**src/rtl/pipe_mux_tree_if.sv**
```systemverilog
// Handshake bundle between the input-port buffers, the pipelined mux tree and the router output port.
interface pipe_mux_tree_if #(
  parameter int unsigned NUM_IN = 6,
  parameter int unsigned WIDTH  = 1
);
  localparam int unsigned SEL_W = $clog2(NUM_IN);

  logic [NUM_IN*WIDTH-1:0] in_data;
  logic [SEL_W-1:0]        in_sel;
  logic                    in_valid;
  logic                    in_ready;
  logic [WIDTH-1:0]        out_data;
  logic                    out_valid;
  logic                    out_ready;
  logic                    out_err;

  modport master (
    output in_data, in_sel, in_valid, out_ready,
    input  in_ready, out_data, out_valid, out_err
  );

  modport slave (
    input  in_data, in_sel, in_valid, out_ready,
    output in_ready, out_data, out_valid, out_err
  );
endinterface

```
**src/rtl/pipe_mux_tree.sv**
```systemverilog
// Pipelined NUM_IN:1 binary selector tree, one register stage per level, valid/ready backpressure.
// Optional macro PMUX_RANGE_CHECK_EN flags in_sel >= NUM_IN and forces that item's data to zero.
module pipe_mux_tree #(
  parameter int unsigned NUM_IN = 6,
  parameter int unsigned WIDTH  = 1
) (
  input  logic           clk,
  input  logic           rst_n,
  pipe_mux_tree_if.slave bus
);
  localparam int unsigned SEL_W  = $clog2(NUM_IN);
  localparam int unsigned LEVELS = SEL_W;

  // Node count entering tree level lvl; odd tails are promoted, hence the round-up.
  function automatic int unsigned node_cnt(input int unsigned lvl);
    int unsigned n;
    n = NUM_IN;
    for (int unsigned i = 0; i < lvl; i++) begin
      n = (n + 1) / 2;
    end
    return n;
  endfunction

  for (genvar k = 0; k < LEVELS; k++) begin : g_lvl
    localparam int unsigned N_IN  = node_cnt(k);
    localparam int unsigned N_OUT = (N_IN + 1) / 2;
    localparam int unsigned S_W   = SEL_W - k;

    logic [N_IN-1:0][WIDTH-1:0]  d_in;
    logic [S_W-1:0]              s_in;
    logic                        v_in;
    logic [N_OUT-1:0][WIDTH-1:0] d_mux;
    logic [N_OUT-1:0][WIDTH-1:0] d_nxt;
    logic [N_OUT-1:0][WIDTH-1:0] d_q;
    logic                        v_q;
    logic                        load_c;
    logic                        nxt_load;

    if (k == 0) begin : g_src
      assign d_in = bus.in_data;
      assign s_in = bus.in_sel;
      assign v_in = bus.in_valid;
    end else begin : g_src
      assign d_in = g_lvl[k-1].d_q;
      assign s_in = g_lvl[k-1].g_sel.s_q;
      assign v_in = g_lvl[k-1].v_q;
    end

    // Pair nodes (2j, 2j+1) on the lowest remaining select bit; a lone last node passes through.
    for (genvar j = 0; j < N_OUT; j++) begin : g_node
      if (2 * j + 1 < N_IN) begin : g_pair
        assign d_mux[j] = s_in[0] ? d_in[2*j+1] : d_in[2*j];
      end else begin : g_pass
        assign d_mux[j] = d_in[2*j];
      end
    end

`ifdef PMUX_RANGE_CHECK_EN
    logic e_in;
    logic e_q;

    if (k == 0) begin : g_err_src
      assign e_in = ({1'b0, bus.in_sel} >= (SEL_W + 1)'(NUM_IN));
    end else begin : g_err_src
      assign e_in = g_lvl[k-1].e_q;
    end

    assign d_nxt = e_in ? '0 : d_mux;

    always_ff @(posedge clk or negedge rst_n) begin
      if (!rst_n) begin
        e_q <= 1'b0;
      end else if (load_c) begin
        e_q <= e_in;
      end
    end
`else
    assign d_nxt = d_mux;
`endif

    if (k == LEVELS - 1) begin : g_tail
      assign nxt_load = bus.out_ready;
    end else begin : g_tail
      assign nxt_load = g_lvl[k+1].load_c;
    end

    // A stage may load when empty or when its content moves on this cycle (bubble collapse).
    assign load_c = !v_q || nxt_load;

    always_ff @(posedge clk or negedge rst_n) begin
      if (!rst_n) begin
        v_q <= 1'b0;
        d_q <= '0;
      end else if (load_c) begin
        v_q <= v_in;
        d_q <= d_nxt;
      end
    end

    // Only the select bits still needed by later levels are carried forward.
    if (S_W > 1) begin : g_sel
      logic [S_W-2:0] s_q;

      always_ff @(posedge clk or negedge rst_n) begin
        if (!rst_n) begin
          s_q <= '0;
        end else if (load_c) begin
          s_q <= s_in[S_W-1:1];
        end
      end
    end
  end

  assign bus.in_ready  = g_lvl[0].load_c;
  assign bus.out_data  = g_lvl[LEVELS-1].d_q;
  assign bus.out_valid = g_lvl[LEVELS-1].v_q;

`ifdef PMUX_RANGE_CHECK_EN
  assign bus.out_err = g_lvl[LEVELS-1].e_q;
`else
  assign bus.out_err = 1'b0;
`endif

endmodule

```
**src/flat_wrapper.sv**
```systemverilog
// flat-port wrapper written by rule: the top's interface ports become plain ports
module pipe_mux_tree_flat 
#(
  parameter int unsigned NUM_IN = 6,
  parameter int unsigned WIDTH  = 1
)
  (clk, rst_n, bus_in_data, bus_in_sel, bus_in_valid, bus_out_ready, bus_in_ready, bus_out_data, bus_out_valid, bus_out_err);
  pipe_mux_tree_if #(.NUM_IN(NUM_IN), .WIDTH(WIDTH)) bus_i ();
  input  logic clk;
  input  logic rst_n;
  input wire logic [$bits(bus_i.in_data)-1:0] bus_in_data;
  input wire logic [$bits(bus_i.in_sel)-1:0] bus_in_sel;
  input wire logic [$bits(bus_i.in_valid)-1:0] bus_in_valid;
  input wire logic [$bits(bus_i.out_ready)-1:0] bus_out_ready;
  output wire logic [$bits(bus_i.in_ready)-1:0] bus_in_ready;
  output wire logic [$bits(bus_i.out_data)-1:0] bus_out_data;
  output wire logic [$bits(bus_i.out_valid)-1:0] bus_out_valid;
  output wire logic [$bits(bus_i.out_err)-1:0] bus_out_err;
  assign bus_i.in_data = bus_in_data;
  assign bus_i.in_sel = bus_in_sel;
  assign bus_i.in_valid = bus_in_valid;
  assign bus_i.out_ready = bus_out_ready;
  assign bus_in_ready = bus_i.in_ready;
  assign bus_out_data = bus_i.out_data;
  assign bus_out_valid = bus_i.out_valid;
  assign bus_out_err = bus_i.out_err;
  pipe_mux_tree #(.NUM_IN(NUM_IN), .WIDTH(WIDTH)) u_core (.clk(clk), .rst_n(rst_n), .bus(bus_i));
endmodule
```
**config.mk**
```make
export PLATFORM = sky130hd
export DESIGN_NAME = pipe_mux_tree_flat
export DESIGN_NICKNAME = d
export VERILOG_FILES = /design/src/rtl/pipe_mux_tree_if.sv /design/src/rtl/pipe_mux_tree.sv /design/src/flat_wrapper.sv
export SDC_FILE = /design/constraint.sdc
export NUM_CORES = 1
export LEC_CHECK = 0
export BUFFER_PORTS_ARGS = -buffer_cell sky130_fd_sc_hd__buf_4
export CAP_MARGIN = 20
export CORE_AREA = 2 2 39 41
export CTS_CLUSTER_DIAMETER = 120
export DETAILED_ROUTE_END_ITERATION = 6
export DIE_AREA = 0 0 41 43
export GPL_TIMING_DRIVEN = 0
export PLACE_DENSITY = 0.77
export REMOVE_ABC_BUFFERS = 1
export SETUP_SLACK_MARGIN = 0.3
export SYNTH_ARGS = -nofsm -noshare
export SYNTH_HDL_FRONTEND = slang
export SYNTH_SLANG_ARGS = --single-unit
export TNS_END_PERCENT = 30
```
**constraint.sdc**
```tcl
create_clock -name clk -period 1.6 [get_ports clk]
set_clock_uncertainty 0.2 [all_clocks]
set_input_delay 0.48 -clock clk [delete_from_list [all_inputs] [get_ports clk]]
set_output_delay 0.48 -clock clk [all_outputs]
set_load 0.01 [all_outputs]
```
==> impl_metrics.ini, run 1 <==
[logic_synthesis]
syn_area_um2 = 528
yosys_warnings = 0
yosysSeqAreaShare_pct = 56.9
synth_area_leaders = dfrtp_1, mux2_2, nand4b_4
synth_top_area_share_pct = 56.9
syn_avg_cell_area_um2 = 15.5
synth_cells = 34
yosysTopAreaCell = dfrtp_1
synth.distinct_cells = 8
ys_ff_latch = 12

[setup_path]
crit_type = register to output port
cp_num_buf_inv = 1
cpPeakStageDelay_ns = 0.41
cp.arrival_ns = 0.95
cp.required_ns = 0.92
crit_fanout = 2
crit_path_start_kind = register
path_cells = nand4b_4 > buf_6
cp-end-kind = output port
crit_slowest_cell = dfrtp_1
path_delay_family = flip-flops

[global_routing]
grt-ovfl-total = 0
grt_pass1_wl_mm = 1.62
gr-usage-all-layers_pct = 13.6
grt_max_degree = 13
grt_pass1_vias = 363
antenna_found_initial = 0

[finish]
area.growth.synth_to_final_pct = 41.9
layout_common_cells = buf_4, dfrtp_1, mux2_2
drive_gt1_share_pct = 66.7
final_util_pct = 54.2
fillers = 131
final_common_cell = buf_4
nets = 72
antenna_cells = 0

[routing]
drtPass1Iterations = 2
totalWireLength_um = 939
vias = 334
drc = 0
wire_per_inst_um = 12.9
ant_nets = 0
drt_iter0_drc = 3
viasPerCell = 4.58

[clocking]
cts_buffers = 3
clkSlewWorstSetupHoldPaths_ns = 0.08
cts.sinks = 12
clkLatencyLatePin_ns = 0.27
cts_root_buffer = clkbuf_4
htree_num_levels = 1
cts_tree = yes
clk_path_buf_depth = 2

[timing]
rsz0062_at_grt = yes
fin_ws_ns = -0.0283
post-route-period-util_pct = 102
whs_ns = 0.189
setup_viol_count_final = 2
min_period_ns = 1.63
clock.fmax_ghz = 0.614
slew_violations = 0
final_hold_viol_count = 0

[power]
power_density_nw_per_um2 = 989
leakage_uw = 0.000355
ir_worst_vdd_mv = 0.531
finalPower_uw = 741

[placement]
gp_congestion = 0.692
place.port_buffers = 15

[floorplanning]
io_pins = 17
core_um2 = 1380
die_y_um = 43
rows = 14
die_w_um = 41
dieArea_um2 = 1760
start_util_pct = 38.2

[min_path]
hp-class = input port to register

[status]
violations = negative setup slack
status = finished, violations left

[run]
max-cap-violations = 0
-- where the power goes --
part | total [uW] | switching (uW) | internal [uW] | leakage (uW)
combinational | 180 | 54.3 | 125 | 0.000205
sequential | 377 | 28.6 | 348 | 0.000137
clock | 185 | 97.8 | 87.1 | 0.0000138
-- routing by layer --
layer  wire, um  vias to the layer above  GRT usage, %  part of all wire [%]
met5          0                        -             0                     0
li1           -                      165             -                     -
met3         31                        2          4.71                   3.3
met2        463                        6          20.3                    49
met1        430                      161          17.9                    46
met4         13                        0          4.00                   1.4
-- worst register-to-register path, delay by kind of cell (launching register included) --
kind,cells,cell delay [ns]
mux,1,0.33
flops,1,0.42
simple gates,1,0.21
buf+inv,2,0.25
-- stage by stage --
stage,instances,worst slack [ns],area (um2),setup TNS [ns]
finish,73,-0.0283,749,-0.0374
global route,73,-0.0709,749,-0.119
CTS,72,-0.0464,742,-0.0694
detailed placement,64,-0.0967,653,-0.0967
global placement,64,-0.102,653,-0.102
floorplan,33,0.232,520,0
-- what timing repair did --
| item | CTS | global route |
|---|---|---|
| gates cloned | 0 | 0 |
| setup endpoints to repair | 6 | 13 |
| buffers inserted | 4 | 1 |
| gates resized for setup | 7 | 0 |
| hold buffers | 1 | 0 |
| pin swaps | 2 | 1 |
| endpoints found under the hold margin | 12 | 0 |
-- cell type report --
class | instances | area (um2) | area share [%]
sequential | 12 | 300 | 40.1
clock buffer | 3 | 22.5 | 3.01
multi-input combinational | 21 | 231 | 30.9
tap | 16 | 20.0 | 2.67
timing repair buffer | 21 | 175 | 23.4
-- flip-flops by register name, summed over array words and instances, names as in the netlist --
register,flops
u_core.bus.out_data,1
u_core.bus.out_valid,1
u_core.g_lvl.d_q,5
u_core.g_lvl.g_sel.s_q,3
u_core.g_lvl.v_q,2
-- cells by family (layout without fill, tap and decap cells) --
logic type / after synthesis / count (layout) / synth area share [%]
buffers and inverters: 1 / 24 / 1.42
DFF: 12 / 12 / 56.9
muxes: 14 / 14 / 29.9
other: 1 / 1 / 0.710
and+or+nand+nor: 6 / 6 / 11.1
-- cell usage after synthesis --
cell type	n
nand3b_1	1
nand4b_4	1
nand2b_1	2
conb_1	1
buf_4	1
mux2_2	14
dfrtp_1	12
or2b_1	2
-- final timing paths --
kind	from	to	slack, ns	cells past startpoint
setup / recovery	u_core.bus.out_valid	bus_in_ready	-0.03	2
hold / removal	bus_in_valid	u_core.g_lvl[0].v_q	0.19	2
setup reg to reg	u_core.bus.out_valid	u_core.g_lvl[1].g_sel.s_q	0.07	4
hold reg to reg	u_core.g_lvl[0].d_q[1]	u_core.g_lvl[0].d_q[1]	0.31	1
max in group asynchronous	rst_n	u_core.g_lvl[1].d_q[0]	0.66	2
min in group asynchronous	rst_n	u_core.g_lvl[1].d_q[1]	0.38	2
Note: power is estimated with default switching activity, not from simulation.
==> run 2, diff against run 1 <==
PLACE_DENSITY = not set   (was 0.77)
PLACE_DENSITY_LB_ADDON = 0.05   (was not set)
==> run 2 against run 1 <==
Compared with the run above: count of clock-buffer cells in the layout is the same; critical path depth is the same; sequential power is essentially flat; cell count grew 2.7%; the run still ends with negative setup slack left; critical endpoint unchanged.
==> impl_metrics.ini, run 2 (same netlist as run 1, synthesis figures left out) <==
[routing]
ant_nets = 0
drtPass1Iterations = 2
viasPerCell = 4.53
wire_per_inst_um = 14.1
totalWireLength_mm = 1.06
drc = 0
vias = 340
drt_iter0_drc = 1

[timing]
final_hold_viol_count = 0
clock.fmax_ghz = 0.618
rsz0062_at_grt = yes
post-route-period-util_pct = 101
setup_viol_count_final = 2
whs_ns = 0.204
min_period_ns = 1.62
fin_ws_ns = -0.0168
slew_violations = 0

[setup_path]
cp-startpoint = u_core.bus.out_valid
path_delay_family = flip-flops
cp-end-kind = output port
crit_fanout = 2
rrSetupSlack_ns = 0.07
crit_type = register to output port
crit_path_start_kind = register
cpPeakStageDelay_ns = 0.41
crit_cells = 2
r2r_cells = 4
r2r-start = u_core.bus.out_valid
critical_path.endpoint = bus_in_ready
crit_slowest_cell = dfrtp_1
cp.arrival_ns = 0.94
rr_endpoint = u_core.g_lvl[1].d_q[1]
cp.required_ns = 0.92
cp_num_buf_inv = 1
path_cells = nand4b_4 > buf_6

[run]
max-cap-violations = 0

[power]
pwr-share-seq_pct = 48.9
clock_power_share_pct = 23.4
p_sw_share_pct = 24.2
combPwrFrac_pct = 27.7
finalPower_uw = 770
power_density_nw_per_um2 = 960
ir_worst_vdd_mv = 0.481
leakage_uw = 0.000399
p_sw_uw = 186
p_int_uw = 584

[global_routing]
grt_pass1_wl_mm = 1.65
antenna_found_initial = 0
gr-usage-all-layers_pct = 15.0
grt_max_degree = 13
grt-ovfl-total = 0
grt_pass1_vias = 378

[finish]
largestRegisters = u_core.g_lvl.d_q x5, u_core.g_lvl.g_sel.s_q x3, u_core.g_lvl.v_q x2
regMostFlops = u_core.g_lvl.d_q
area.growth.synth_to_final_pct = 51.9
final_common_cell = buf_4
layout_common_cells = buf_4, dfrtp_1, mux2_2, mux2_4, buf_6
largest_reg_flops = 5
drive_gt1_share_pct = 69.5
antenna_cells = 0
instances_no_fill = 75
postLayoutCellArea_um2 = 802
nets = 74
fillers = 117

[placement]
dp_cells = 64
place_ws_ns = -0.0970
gp_congestion = 0.649
dpl_cell_area_um2 = 653
place.port_buffers = 15

[clocking]
clkLatencyLatePin_ns = 0.27
cts.sinks = 12
clkSlewWorstSetupHoldPaths_ns = 0.07
clk_path_buf_depth = 2
cts_root_buffer = clkbuf_4
htree_num_levels = 1
cts_tree = yes
cts_buffers = 3

[floorplanning]
die_y_um = 43
dieArea_um2 = 1760
core_um2 = 1380
io_pins = 17
rows = 14
start_util_pct = 38.2
die_w_um = 41

[status]
violations = negative setup slack
status = finished, violations left

[min_path]
hold_path.startpoint = bus_in_valid
hp-class = input port to register
## run 2: worst min-delay path by stage
stage / to / slack, ns / cells past startpoint
6_report: u_core.g_lvl[0].v_q / 0.20 / 2
5_1_grt: u_core.g_lvl[0].v_q / 0.19 / 2
4_1_cts: u_core.g_lvl[0].v_q / 0.18 / 2
3_5_place_dp: u_core.g_lvl[1].v_q / 0.12 / 1
3_3_place_gp: u_core.g_lvl[0].g_sel.s_q[0] / 0.12 / 1
2_1_floorplan: u_core.bus.out_data / -0.02 / 0
## run 2: layout make-up
cell class	count	area, um2	share of cell area [%]
sequential	12	300	37.4
multi-input combinational	21	254	31.7
timing repair buffer	23	205	25.6
clock buffer	3	22.5	2.81
tap	16	20.0	2.50
## run 2: timing repair
action / in CTS / in global routing
pin swaps: 2 / 2
resized for setup: 9 / 7
hold buffers: 1 / 0
buffers inserted: 4 / 3
hold endpoints to repair: 12 / 0
setup endpoints to repair: 6 / 13
## run 2: power by group through the flow
stage	Sequential (uW)	Combinational [uW]	Clock, uW
after floorplan	381	76.9	0
after global placement	379	138	0
after detailed placement	381	143	0
after CTS	377	191	190
after global routing	384	227	213
final	377	213	180
## run 2: through the flow
step / setup TNS, ns / utilization [%]
finish: -0.0334 / 58.0
global route: -0.119 / 58.0
CTS: -0.0567 / 54.4
detailed placement: -0.0970 / 47.2
global placement: -0.0907 / 47.2
floorplan: 0 / -
## run 2: metal layers
| metal | wire length [um] | GRT usage (%) |
|---|---|---|
| met3 | 37 | 4.71 |
| met2 | 571 | 20.3 |
| met1 | 449 | 19.6 |
| met4 | 0 | 10.0 |
| met5 | 0 | 0 |
